==> config.mk <==
export PLATFORM = sky130hd
export DESIGN_NAME = m_mem_stage
export DESIGN_NICKNAME = d
export VERILOG_FILES = /design/src/rtl/m_mem_stage.sv
export SDC_FILE = /design/constraint.sdc
export NUM_CORES = 1
export LEC_CHECK = 0
export BUFFER_PORTS_ARGS = -buffer_cell sky130_fd_sc_hd__buf_2
export CAP_MARGIN = 20
export CORE_AREA = 2 2 121 123
export DETAILED_ROUTE_END_ITERATION = 8
export DIE_AREA = 0 0 123 125
export GPL_ROUTABILITY_DRIVEN = 0
export PLACE_DENSITY_LB_ADDON = 0.1
export SETUP_SLACK_MARGIN = 0.3
export SLEW_MARGIN = 10
export SYNTH_ARGS = -nofsm -noshare
export SYNTH_HDL_FRONTEND = slang
export SYNTH_SLANG_ARGS = --single-unit
==> constraint.sdc <==
create_clock -name clk -period 3.6 [get_ports clk]
set_clock_uncertainty 0.15 [all_clocks]
set_input_delay 0.18 -clock clk [delete_from_list [all_inputs] [get_ports clk]]
set_output_delay 0.18 -clock clk [all_outputs]
set_load 0.02 [all_outputs]
==> src/rtl/m_mem_stage.sv <==
// MIPS memory-access stage: load/store decode, req/ack handshake with a
// variable-latency data memory, load-lane extraction and pipeline stall.
module m_mem_stage #(
   parameter int TIMEOUT = 16
) (
   input  logic        clk,
   input  logic        rst_n,
   input  logic        validM,
   input  logic [31:0] instrM,
   input  logic        regwriteM_in,
   input  logic        memtoregM_in,
   input  logic [31:0] aluoutM_in,
   input  logic [31:0] writedataM,
   input  logic [4:0]  writeregM_in,
   output logic        dmem_req,
   output logic        dmem_we,
   output logic [29:0] dmem_addr,
   output logic [3:0]  dmem_be,
   output logic [31:0] dmem_wdata,
   input  logic        dmem_ack,
   input  logic [31:0] dmem_rdata,
   output logic        stallM,
   output logic        regwriteM,
   output logic        memtoregM,
   output logic [31:0] aluoutM,
   output logic [31:0] readdata,
   output logic [4:0]  writeregM,
   output logic [31:0] instrM_o,
   output logic [1:0]  memerrM
);

   localparam int CW = (TIMEOUT > 2) ? $clog2(TIMEOUT) : 1;

   typedef enum logic [1:0] {IDLE, WAIT, DONE} stateT;

   localparam logic [5:0] OP_LB = 6'h20, OP_LH = 6'h21, OP_LW = 6'h23,
                          OP_LBU = 6'h24, OP_LHU = 6'h25,
                          OP_SB = 6'h28, OP_SH = 6'h29, OP_SW = 6'h2B;

   stateT       state, stateNext;
   logic [CW-1:0] cnt, cntNext;
   logic [1:0]  err, errNext;
   logic [31:0] capWord, capWordNext;
   logic        reqRaw;

   logic [5:0]  opcode;
   logic [1:0]  off;
   logic        isLoad, isStore, isByte, isHalf, isWord, memop, misaligned;
   logic [7:0]  selByte;
   logic [15:0] selHalf;

   assign opcode = instrM[31:26];
   assign off    = aluoutM_in[1:0];

   assign isLoad  = (opcode == OP_LB) || (opcode == OP_LH) || (opcode == OP_LW) ||
                    (opcode == OP_LBU) || (opcode == OP_LHU);
   assign isStore = (opcode == OP_SB) || (opcode == OP_SH) || (opcode == OP_SW);
   assign isByte  = (opcode == OP_LB) || (opcode == OP_LBU) || (opcode == OP_SB);
   assign isHalf  = (opcode == OP_LH) || (opcode == OP_LHU) || (opcode == OP_SH);
   assign isWord  = (opcode == OP_LW) || (opcode == OP_SW);
   assign memop   = validM & (isLoad | isStore);
   assign misaligned = (isHalf & off[0]) | (isWord & (off != 2'b00));

   assign dmem_addr  = aluoutM_in[31:2];
   assign dmem_we    = validM & isStore;
   // Stores replicate data across lanes; byte enables pick the live lane(s).
   assign dmem_wdata = isByte ? {4{writedataM[7:0]}} :
                       isHalf ? {2{writedataM[15:0]}} : writedataM;

   always_comb begin
      dmem_be = 4'b0000;
      if (memop) begin
         if (isStore && isByte)      dmem_be = 4'b0001 << off;
         else if (isStore && isHalf) dmem_be = off[1] ? 4'b1100 : 4'b0011;
         else                        dmem_be = 4'b1111;
      end
   end

   // NOTE: every output of this block gets a default first so no path infers a latch.
   always_comb begin
      stateNext   = state;
      cntNext     = cnt;
      errNext     = err;
      capWordNext = capWord;
      reqRaw      = 1'b0;
      stallM      = 1'b0;
      unique case (state)
         IDLE: begin
            if (memop) begin
               stallM = 1'b1;
               if (misaligned) begin
                  stateNext   = DONE;
                  errNext     = 2'b01;
                  capWordNext = '0;
               end else begin
                  reqRaw = 1'b1;
                  if (dmem_ack) begin
                     stateNext   = DONE;
                     errNext     = 2'b00;
                     capWordNext = dmem_rdata;
                  end else begin
                     stateNext = WAIT;
                     cntNext   = CW'(1);
                  end
               end
            end
         end
         WAIT: begin
            reqRaw = 1'b1;
            stallM = 1'b1;
            // An ack in the final allowed cycle still wins over the timeout.
            if (dmem_ack) begin
               stateNext   = DONE;
               errNext     = 2'b00;
               capWordNext = dmem_rdata;
            end else if (cnt == CW'(TIMEOUT - 1)) begin
               stateNext   = DONE;
               errNext     = 2'b10;
               capWordNext = '0;
            end else begin
               cntNext = cnt + CW'(1);
            end
         end
         DONE: begin
            stateNext = IDLE;
            cntNext   = '0;
         end
         default: stateNext = IDLE;
      endcase
   end

   // Request is masked while reset is held so it drops the instant rst_n falls.
   assign dmem_req = reqRaw & rst_n;

   // NOTE: sequential state uses non-blocking assignments so all registers update together.
   always_ff @(posedge clk or negedge rst_n) begin
      if (!rst_n) begin
         state   <= IDLE;
         cnt     <= '0;
         err     <= 2'b00;
         capWord <= '0;
      end else begin
         state   <= stateNext;
         cnt     <= cntNext;
         err     <= errNext;
         capWord <= capWordNext;
      end
   end

   assign selByte = capWord[{off, 3'b000} +: 8];
   assign selHalf = capWord[{off[1], 4'b0000} +: 16];

   always_comb begin
      readdata = '0;
      if (state == DONE && validM && isLoad) begin
         unique case (opcode)
            OP_LB:   readdata = {{24{selByte[7]}}, selByte};
            OP_LBU:  readdata = {24'h0, selByte};
            OP_LH:   readdata = {{16{selHalf[15]}}, selHalf};
            OP_LHU:  readdata = {16'h0, selHalf};
            default: readdata = capWord;
         endcase
      end
   end

   assign memerrM   = (state == DONE) ? err : 2'b00;
   assign regwriteM = regwriteM_in & validM & ((state == DONE) ? (err == 2'b00) : 1'b1);
   assign memtoregM = memtoregM_in & validM;
   assign aluoutM   = aluoutM_in;
   assign writeregM = writeregM_in;
   assign instrM_o  = instrM;

endmodule

---- Word level (Yosys, flattened, before mapping) ----
Index checks and enable logic that the tools add are counted.
storage, ports and cells
  bits in registers ....................... 40
  word-level logic and storage cells ...... 97
  input port bits ......................... 139
  output and inout bits ................... 174
cells by class
  eq/ne operators ......................... 18
  reduce and logical (&&, ||, !) cells .... 23
  $add $sub $neg .......................... 1
  multiplexer cells ....................... 38
  shifts and indexed selects .............. 3
  bitwise logic cells ..................... 10
operators by type and width
  cell                                                               number
  32-bit 2-to-1 mux                                                  8
  32-bit one-hot mux with 4 select lines                             1
  32-bit one-hot mux with 2 select lines                             1
  6-bit == test, second input constant                               8
  4-bit 2-to-1 mux                                                   9
  32-bit by 6-bit variable part select with 16-bit output            1
  32-bit by 6-bit variable part select with 8-bit output             1
  2-bit 2-to-1 mux                                                   10
  4-bit one-hot mux with 3 select lines                              1
  1-bit logical OR                                                   11
  2-bit inequality test, second input constant                       5
  1-bit AND                                                          8
  2-bit one-hot mux with 2 select lines                              2
  3-bit inequality test, second input constant                       2
  6-bit AND reduction                                                1
  4-bit by 1-bit adder with 4-bit output, second input constant      1
  4-bit == test, second input constant                               1
  1-bit logical AND                                                  4
  2-bit logical NOT                                                  2
  1-bit 2-to-1 mux                                                   4
  1-bit one-hot mux with 2 select lines                              2
  4-bit AND reduction                                                1
  2-bit nonzero test                                                 2
  1-bit by 2-bit << shifter with 4-bit output, first input constant  1
  other kinds (5)                                                    6

---- Longest topological paths before layout ----
Gate-level depths: netlist of run 1.
  depth in word-level cells ............... 10
  mapped depth ............................ 8
  mapped depth without buffers ............ 7

---- Worst setup path before layout of run 1 ----
No wires, ideal clock.
  kind .................................... input to output
  start point ............................. input aluoutM_in[0]
  end point ............................... output readdata[7]
  setup slack ............................. 1.672 ns
  arrival ................................. 1.598 ns
  data required time ...................... 3.270 ns
  buffers on the path ..................... 3
  stages on the path ...................... 6
  cells stage by stage .................... buf_6 > or2b_1 > clkbuf_1 > clkbuf_1 > o211ai_1 > a21boi_0
on the way
  cells in the longest elaborated chain, start to end .. 3
RTL lines
  item                                                    RTL line  RTL
  start: declaration                                      12        input logic [31:0] aluoutM_in,
  32-bit by 6-bit variable part select with 8-bit output  150       assign selByte = capWord[{off, 3'b000} +: 8];
  32-bit one-hot mux with 4 select lines                  156       unique case (opcode)
  32-bit 2-to-1 mux                                       155       if (state == DONE && validM && isLoad) begin
  end: declaration                                        26        output logic [31:0] readdata,
No other way between the ends.

---- Final worst setup path of run 1 ----
  start point ............................. input aluoutM_in[1]
  end point ............................... output readdata[31]
on the way
  cells in the longest elaborated chain, start to end .. 3
  elaborated cells between the ends (all ways) .. 4
  those cells by class .................... shift: 2; mux: 2
RTL lines
  item                                                                                                                               RTL line
  32-bit by 6-bit variable part select with 16-bit output or 32-bit by 6-bit variable part select with 8-bit output (tied branches)  151, 150
  32-bit one-hot mux with 4 select lines *                                                                                           156
  32-bit 2-to-1 mux *                                                                                                                155
Every way passes the cells marked *; elsewhere a longest branch is shown, timed or not.

==> results of run 1 <==
report_power, final:
part / total [µW] / switching, µW / internal, µW
combinational: 971 / 520 / 451
sequential: 843 / 205 / 638
clock: 525 / 198 / 326
total: 2340 / 922 / 1420
routing by layer:
| layer | vias up | global-route usage | part of all wire |
|---|---|---|---|
| met5 | - | 0 | 0 |
| met4 | 0 | 0.0508 | 0.018 |
| met3 | 29 | 0.0333 | 0.075 |
| met2 | 154 | 0.301 | 0.51 |
| met1 | 1683 | 0.202 | 0.40 |
| li1 | 1654 | - | - |
path summary, 6_finish.rpt:
kind                                        startpoint                 endpoint  slack (ps)  cells after the start
worst min-delay path                    dmem_rdata[11]  capWord[11]$_DFFE_PN0P_           6                      2
worst max register to register    state[1]$_DFFE_PN0P_   capWord[1]$_DFFE_PN0P_        1160                      7
worst max-delay path                     aluoutM_in[1]             readdata[31]        1030                      7
max in group asynchronous                        rst_n  capWord[14]$_DFFE_PN0P_        2570                      3
min in group asynchronous                        rst_n       err[0]$_DFFE_PN0P_         330                      3
worst min register to register  capWord[0]$_DFFE_PN0P_   capWord[0]$_DFFE_PN0P_         350                      1
through the flow:
stage | total power (µW) | worst slack, ps | instance area (µm²) | hold WS (ps)
after global placement | 1810 | 995 | 3980 | 152
final | 2340 | 1030 | 4470 | 5.89
after global routing | 2520 | 785 | 4470 | 2.39
after CTS | 2380 | 978 | 4470 | 13.8
after detailed placement | 1810 | 980 | 3980 | 142
after floorplan | 1680 | 1670 | 3850 | -266
area by class of cell:
class | instances | area (µm²) | area share
Multi-Input combinational cell | 286 | 1870 | 0.420
Tap cell | 184 | 230 | 0.0516
Sequential cell | 40 | 1000 | 0.224
Clock inverter | 3 | 42.5 | 0.00953
Timing Repair Buffer | 199 | 1170 | 0.263
Clock buffer | 5 | 125 | 0.0280
Inverter | 5 | 18.8 | 0.00420
registers in the layout, indices dropped and copies added, names as in the netlist:
name,cells
state,2
err,2
cnt,4
capWord,32
cell usage after synthesis, drive strengths merged, types with 2 or more instances:
cell type,count,area share
nand2b,3,0.0049
dfrtp,40,0.26
a21boi,3,0.0058
a32o,2,0.0052
a21oi,28,0.036
o21ai,31,0.042
clkbuf,15,0.015
and2,7,0.011
a22o,33,0.075
o211a,2,0.0071
ha,5,0.016
nand3,14,0.018
mux2i,9,0.023
or2,2,0.0032
o211ai,2,0.0052
inv,5,0.0049
nor2b,3,0.0068
mux2,24,0.070
buf,120,0.23
nor2,50,0.049
nand2,44,0.043
o22a,2,0.0045
o31ai,8,0.016
cell families after synthesis:
group                      synth area share
AOI/OAI and AO/OA                     0.233
adders and majority gates            0.0162
buffers and inverters                 0.254
DFF                                   0.260
muxes                                0.0935
and+or+nand+nor                       0.144
placed cells by master, fill, tap and decap left out, types with 2 or more instances in the layout:
master	Yosys	layout
a21oi_1	28	28
o21ai_1	13	13
o21ai_2	2	2
nand3_1	14	14
buf_2	5	160
o21ai_0	16	16
a21boi_0	3	3
clkbuf_16	0	5
nand2b_1	3	3
o31ai_1	8	8
and2_1	7	7
mux2i_1	9	9
a32o_1	2	2
nand2_1	44	44
a22o_1	32	32
inv_1	5	5
buf_4	111	7
dlygate4sd3_1	0	32
nor2b_1	2	2
dfrtp_1	40	40
ha_1	5	5
nor2_1	49	49
mux2_2	24	24
o22a_1	2	2
worst max-delay path: stages:
cell	delay, ps
buf_2	480
mux2_2	440
nor2_1	100
a211oi_1	60
o21ai_2	600
nor2_1	160
buf_2	200
==> key figures, run 1 <==
Layout
  – Nets@finish: 681
  – Final core utilization: 0.314
  – Post-Layout Cell Count: 722
  – # fillers: 1581
  – Synth-to-layout area growth: 15.8%
  – Layout cell share with drive strength beyond 1: 0.392
  – Antenna diode instance count: 0

Clock tree
  – Clock buffer depth: 2
  – Clock Pin Slew Worst Setup and Hold Paths: 60 ps
  – Cts bufs inserted: 5
  – CTS tree: built
  – Setup Fix Bufs, Post-CTS: 0
  – Clk sink count: 40
  – PostCTS Resize Cnt: 0
  – CTS H-tree lvls: 2
  – Clock Root Buffer: clkbuf_16
  – CTS Hold Bufs: 32
  – Clk_lat worst skew: 290 ps

Floorplan
  – Chip Height: 125 µm
  – Row count: 44
  – Die footprint: 0.0154 mm²
  – Initial Util: 0.271
  – Core Area: 0.0142 mm²
  – Die width: 123 µm
  – # IOs: 313

Timing
  – Post-route clock period utilization: 0.714
  – Pins Over Slew Limit: 0
  – Setup repair after global routing missed its margin: no
  – Slew margin rel.: 0.479
  – Final hold violations: 0
  – Tmin final: 2570 ps
  – Worst Max-Slew Pin Slew: 780 ps
  – Final setup violation count: 0
  – Final setup TNS: 0 ps
  – Fmax: 389 MHz

Worst setup path
  – CP required: 3270 ps
  – Crit. End Element: primary output
  – Crit Path Class: input pin to primary output
  – CP Max Fanout: 33
  – WP data arrival: 2240 ps
  – Setup crit start kind: input pin

Routing
  – Vias: 3520
  – Final WL: 13100 µm
  – Antenna viol nets, final: 0
  – Mean number of vias per cell: 4.88
  – Drt pass-1 iters: 4
  – # DRC: 0
  – WL per Instance: 18.1 µm
  – Iteration-0 DRC Markers: 187

Yosys
  – Yosys warnings: 0
  – Post-synthesis average cell area: 8.27 µm²
  – Synth Net Count: 610
  – Sequential area share after synthesis: 0.260
  – Ys flop type: dfrtp_1
  – Seq cells post-synth: 40
  – Synth unique cells: 48
  – FFs w/ async S/R, synth: 1.00
  – Syn Inst Count: 466
  – EDFF count, synth: 0
  – Post-Synthesis Cell Area: 0.00385 mm²

Global route
  – Vias in the first global route: 3532
  – First-pass GRT wire length: 19900 µm
  – Tot GR Track Use: 0.169
  – Initial antenna violation count: 1
  – Largest net degree at the start of global routing: 42
  – Gr ovfl total: 0

Outcome
  – Status: finished, final reports clean

Power
  – Worst vdd ir: 0.000244 V
  – Pleak: 0.00223 µW
  – Power density cells: 524 mW/mm²

Placement
  – Port Buffer Count: 160
  – Number of instances in the placed design: 682
  – DPL Wire Length: 9840 µm

Min path
  – Hold Path Class: input pin to register

Job
  – Max-cap violations: 0
Power figures use the tool's default switching activity.
==> run 2: changes to the inputs <==
==> constraint.sdc (replaced) <==
create_clock -name clk -period 2.5 [get_ports clk]
set_clock_uncertainty 0.15 [all_clocks]
set_input_delay 0.125 -clock clk [delete_from_list [all_inputs] [get_ports clk]]
set_output_delay 0.125 -clock clk [all_outputs]
set_load 0.02 [all_outputs]
==> run 2 against run 1 <==
Net effect:
- sequential share of layout area decreased by 0.78 points
- design area increased by 3.6%
- critical endpoint is now readdata[24]
- setup slack got worse by 640 ps
==> key figures, run 2 (same netlist as run 1, synthesis figures left out) <==
Outcome
  – Status: finished, final reports clean

Clock tree
  – Clk_lat worst skew: 280 ps
  – CTS H-tree lvls: 2
  – Clk sink count: 40
  – Clock Pin Slew Worst Setup and Hold Paths: 60 ps
  – Cts bufs inserted: 5
  – CTS tree: built
  – Clock Root Buffer: clkbuf_16
  – Clock buffer depth: 2

Timing
  – Pins Over Slew Limit: 0
  – Fmax: 472 MHz
  – Hold_ws: 85.1 ps
  – Post-route clock period utilization: 0.847
  – Slew margin rel.: 0.633
  – Setup repair after global routing missed its margin: yes
  – Final setup margin: 383 ps
  – Final hold violations: 0
  – Final setup TNS: 0 ps
  – Worst Max-Slew Pin Slew: 551 ps
  – Final setup violation count: 0
  – Tmin final: 2120 ps

Worst setup path
  – Reg2reg start: state[1]$_DFFE_PN0P_
  – Crit path launch: state[0]$_DFFE_PN0P_
  – Crit Path Class: register to primary output
  – Crit. End Element: primary output
  – FF-to-FF path depth: 7
  – Register-to-Register Setup Slack: 490 ps
  – Critical path, cell by cell: inv_2, ha_4, and3b_2, buf_4, o21ai_4, buf_12, nor2_1, buf_4
  – WP data arrival: 1840 ps
  – CP required: 2230 ps
  – Setup crit start kind: register
  – CP peak stage delay: 400 ps
  – Slowest cell on crit path: dfrtp_1
  – Crit path top cell by count: buf_4
  – CP Max Fanout: 15

Global route
  – Initial antenna violation count: 0
  – Gr ovfl total: 0
  – Largest net degree at the start of global routing: 41
  – Vias in the first global route: 3551
  – First-pass GRT wire length: 19500 µm
  – Tot GR Track Use: 0.165

Layout
  – # fillers: 1537
  – Commonest non-fill, non-tap cell in the layout: buf_2
  – Biggest register: capWord
  – Layout cell share with drive strength beyond 1: 0.409
  – Post-Layout Cell Count: 732
  – Top flop regs: capWord (32), cnt (4)
  – Most frequent cells in the layout: buf_2, nor2_1, nand2_1
  – Synth-to-layout area growth: 20.0%
  – Final core utilization: 0.326
  – Largest register FFs: 32
  – Antenna diode instance count: 0
  – Nets@finish: 694

Job
  – Max-cap violations: 0

Placement
  – Post-Place Setup Slack: 269 ps
  – Port Buffer Count: 160
  – Number of instances in the placed design: 688
  – DPL Wire Length: 9930 µm

Routing
  – # DRC: 0
  – Max layer used: met4
  – Met1 WL: 5110 µm
  – Routed met2 length: 6720 µm
  – Vias: 3545
  – Drt pass-1 iters: 4
  – Routed wl met3: 870 µm
  – WL per Instance: 17.8 µm
  – Antenna viol nets, final: 0
  – Final WL: 13000 µm
  – Mean number of vias per cell: 4.84
  – Iteration-0 DRC Markers: 175

Floorplan
  – Die footprint: 0.0154 mm²
  – # IOs: 313
  – Chip Height: 125 µm
  – Initial Util: 0.271
  – Core Area: 0.0142 mm²
  – Row count: 44
  – Die width: 123 µm

Min path
  – Hold path startpoint: dmem_ack
  – Worst Hold Depth: 3
  – Hold Path Class: input pin to register

Power
  – Pleak: 0.00229 µW
  – Power density cells: 700 mW/mm²
  – Worst vdd ir: 0.000296 V
## run 2: metal layers
metal  GRT usage  vias up
li1            -     1675
met1       0.192     1681
met2       0.299      158
met3      0.0328       31
met4      0.0521        0
met5           0        -
## run 2: worst max-delay path, delay by kind of cell (launching register included)
family                     cells  cell delay (ps)
AOI/OAI and AO/OA              1               60
and+or+nand+nor                2              370
buffers and inverters          4              560
DFF                            1              400
adders and majority gates      1              160
## run 2: cell type report
cell class / count / area [µm²] / share of cell area
Multi-Input combinational cell: 286 / 1900 / 0.411
Timing Repair Buffer: 212 / 1350 / 0.292
Sequential cell: 40 / 1000 / 0.216
Tap cell: 184 / 230 / 0.0498
Clock buffer: 5 / 125 / 0.0270
Inverter: 5 / 18.8 / 0.00406
## run 2: what timing repair did
action / CTS / global route
setup buffers: 1 / 4
gates resized for setup: 7 / 18
pin swaps: 1 / 0
hold buffers: 33 / 0
endpoints found under the hold margin: 72 / 0
gates cloned: 1 / 0
setup endpoints to repair: 30 / 31
## run 2: final timing paths
check | endpoint
min in group asynchronous | state[0]$_DFFE_PN0P_
worst min register to register | err[1]$_DFFE_PN0P_
worst max register to register | capWord[13]$_DFFE_PN0P_
worst max-delay path | readdata[24]
worst min-delay path | state[0]$_DFFE_PN0P_
max in group asynchronous | capWord[3]$_DFFE_PN0P_
## run 2: per-stage QoR
step,cell area [µm²],power [µW]
after global routing,4630,3480
after global placement,4040,2610
after floorplan,3850,2420
final,4630,3240
after detailed placement,4040,2610
after CTS,4540,3280
## run 2: report_power, final
| part | switching, µW | internal, µW | total [µW] |
|---|---|---|---|
| clock | 237 | 353 | 590 |
| combinational | 748 | 679 | 1430 |
| sequential | 300 | 920 | 1220 |
| total | 1290 | 1950 | 3240 |
==> run 3: changes to the inputs <==
--- a/config.mk
+++ b/config.mk
@@ -5,11 +5,12 @@
 export SDC_FILE = /design/constraint.sdc
 export NUM_CORES = 1
 export LEC_CHECK = 0
+export ABC_AREA = 1
 export BUFFER_PORTS_ARGS = -buffer_cell sky130_fd_sc_hd__buf_2
 export CAP_MARGIN = 20
-export CORE_AREA = 2 2 121 123
+export CORE_AREA = 2 2 122 124
 export DETAILED_ROUTE_END_ITERATION = 8
-export DIE_AREA = 0 0 123 125
+export DIE_AREA = 0 0 124 126
 export GPL_ROUTABILITY_DRIVEN = 0
 export PLACE_DENSITY_LB_ADDON = 0.1
 export SETUP_SLACK_MARGIN = 0.3
==> constraint.sdc (replaced) <==
create_clock -name clk -period 2 [get_ports clk]
set_clock_uncertainty 0.15 [all_clocks]
set_input_delay 0.1 -clock clk [delete_from_list [all_inputs] [get_ports clk]]
set_output_delay 0.1 -clock clk [all_outputs]
set_load 0.02 [all_outputs]
==> run 3 against run 2 <==
Net effect:
- the flow now finishes with violations (negative setup slack)
- design area increased by 54%
- setup slack got worse by 400 ps
- register-to-register slack got worse by 360 ps
- largest cell class unchanged
==> key figures, run 3 <==
Clock tree
  – Clock buffer depth: 2
  – Clock Pin Slew Worst Setup and Hold Paths: 70 ps
  – Clk_lat worst skew: 290 ps
  – Clk sink count: 40
  – Cts bufs inserted: 5
  – CTS tree: built
  – CTS H-tree lvls: 2
  – Clock Root Buffer: clkbuf_16

Timing
  – Final setup violation count: 6
  – Post-route clock period utilization: 1.01
  – Tmin final: 2010 ps
  – Fmax: 496 MHz
  – Slew margin rel.: 0.629
  – Hold_ws: 48.0 ps
  – Pins Over Slew Limit: 0
  – Final setup margin: -14.7 ps
  – Worst Max-Slew Pin Slew: 557 ps
  – Setup repair after global routing missed its margin: yes
  – Final hold violations: 0

Yosys
  – Synth unique cells: 37
  – Top cells by area, synth: dfrtp_1, buf_4, nand2_1
  – Syn Inst Count: 727
  – Yosys warnings: 0
  – Sequential area share after synthesis: 0.202
  – Yosys top cell area share: 0.202
  – Most frequent cell after synthesis: nand2_1
  – Yosys top cell by area: dfrtp_1
  – FFs w/ async S/R, synth: 1.00
  – Seq cells post-synth: 40
  – EDFF count, synth: 0
  – Synth Net Count: 871
  – Post-Synthesis Cell Area: 0.00495 mm²
  – Post-synthesis average cell area: 6.81 µm²
  – Top post-synthesis cells by count: nand2_1, buf_4, inv_1
  – Ys flop type: dfrtp_1

Routing
  – Drt pass-1 iters: 5
  – Final WL: 19000 µm
  – Mean number of vias per cell: 5.25
  – WL per Instance: 18.6 µm
  – Vias: 5374
  – Antenna viol nets, final: 0
  – Iteration-0 DRC Markers: 244
  – # DRC: 0

Worst setup path
  – Reg2reg start: state[1]$_DFFE_PN0P_
  – Crit Path Class: register to primary output
  – CP peak stage delay: 370 ps
  – Setup crit start kind: register
  – WP data arrival: 1760 ps
  – Register-to-Register Setup Slack: 130 ps
  – CP required: 1750 ps
  – Critical path, cell by cell: inv_2, nand2_1, nand2_1, nand2_1, nand4_1, nand2_2, o21ai_4, buf_12, a21oi_1, buf_4
  – Crit. End Element: primary output
  – Crit path top cell by count: nand2_1
  – Slowest cell on crit path: dfrtp_1
  – FF-to-FF path depth: 10
  – RR Endpoint: capWord[5]$_DFFE_PN0P_
  – Setup crit end: readdata[19]
  – Crit path launch: capWord[15]$_DFFE_PN0P_
  – CP Max Fanout: 12

Power
  – Worst vdd ir: 0.000671 V
  – Pleak: 0.00360 µW
  – Power density cells: 1200 mW/mm²

Global route
  – M2 GR Usage: 0.389
  – Gr ovfl total: 0
  – GRT met3 Usage: 0.0389
  – First-pass GRT wire length: 28200 µm
  – Gr busiest metal: met2
  – Initial antenna violation count: 0
  – Largest net degree at the start of global routing: 41
  – Vias in the first global route: 5084
  – M1 GR Usage: 0.310
  – Tot GR Track Use: 0.233

Min path
  – Hold Path Class: input pin to register
  – Worst Hold Depth: 5

Layout
  – Antenna diode instance count: 0
  – Largest register FFs: 32
  – Post-Layout Cell Count: 1024
  – Layout cell share with drive strength beyond 1: 0.485
  – Commonest non-fill, non-tap cell in the layout: nand2_1
  – Finished Cell Area: 0.00712 mm²
  – Synth-to-layout area growth: 43.9%
  – Top flop regs: capWord (32), cnt (4)
  – Most frequent cells in the layout: nand2_1, buf_2, buf_4
  – Biggest register: capWord
  – Nets@finish: 983

Floorplan
  – Die width: 124 µm
  – # IOs: 313
  – Chip Height: 126 µm
  – Core Area: 0.0143 mm²
  – Die footprint: 0.0156 mm²
  – Row count: 44
  – Initial Util: 0.346

Placement
  – Port Buffer Count: 160
  – DPL Wire Length: 12900 µm
  – Area after DPL: 0.00528 mm²
  – Number of instances in the placed design: 957

Job
  – Max-cap violations: 0

Outcome
  – Failing checks: negative setup slack
  – Status: complete, but fails checks
run 3: cell types whose count changed in the layout (fill, tap and decap cells not counted), moves of 31 or more:
cell | before | now
nand2_1 | 44 | 147
nor2_1 | 49 | 17
nand4_1 | 0 | 68
buf_4 | 29 | 69
dlygate4sd3_1 | 33 | 1
inv_1 | 4 | 58
a22o_1 | 32 | 1
nand3_1 | 14 | 47
run 3: through the flow:
step	utilization	total power, µW	TNS, ps	setup WS (ps)
floorplan	-	4150	0	298
CTS	0.465	7800	0	8.30
global route	0.498	8990	-1800	-119
global placement	0.369	4820	-161	-47.0
finish	0.498	8530	-35.1	-14.7
detailed placement	0.369	4820	-216	-62.7
run 3: how the worst min path moves through the flow:
stage	slack, ps	end	from
global placement	50	instrM_o[10]	instrM[10]
finish	50	capWord[1]$_DFFE_PN0P_	dmem_rdata[1]
global route	50	instrM_o[13]	instrM[13]
detailed placement	50	instrM_o[10]	instrM[10]
floorplan	-350	capWord[0]$_DFFE_PN0P_	rst_n
CTS	50	capWord[1]$_DFFE_PN0P_	dmem_rdata[1]
run 3: final cells by class:
class / count / area (µm²)
clock buffers: 6 / 139
fillers: 1370 / 7190
flip-flops and latches: 40 / 1000
repair buffers: 253 / 2170
clock inverters: 2 / 13.8
inverters: 76 / 328
well taps: 184 / 230
multi-input cells: 463 / 3240
run 3: power by group:
group	internal, µW	leakage, µW	switching (µW)
registers	1170	0.000506	253
clock network	499	0.0000772	352
logic	3000	0.00301	3250
run 3: cells by family (layout without fill, tap and decap cells):
group | Yosys count | count (layout) | share of synthesized area
simple gates | 324 | 326 | 0.319
buf+inv | 226 | 337 | 0.265
compound gates | 125 | 125 | 0.186
flops | 40 | 40 | 0.202
mux | 7 | 7 | 0.0159
fa+ha+maj | 5 | 5 | 0.0126
run 3: timing repair:
action,4_1_cts,5_1_grt
setup buffers,34,8
hold endpoints to repair,40,0
endpoints found under the setup margin,89,96
resized for setup,152,86
cloned,13,3
hold buffers,1,0
pin swaps,44,40
run 3: critical path, delay by kind of cell, from the launching register on:
family	cells	cell delay, ps
AO/OA/AOI/OAI	2	260
buffers and inverters	3	410
flip-flops	1	370
AND/OR/NAND/NOR	5	430
run 3: routing by layer:
metal  vias up  share of wire
met1      2541           0.43
met2       227           0.49
met5         -              0
met3        46          0.065
li1       2560              -
met4         0          0.021
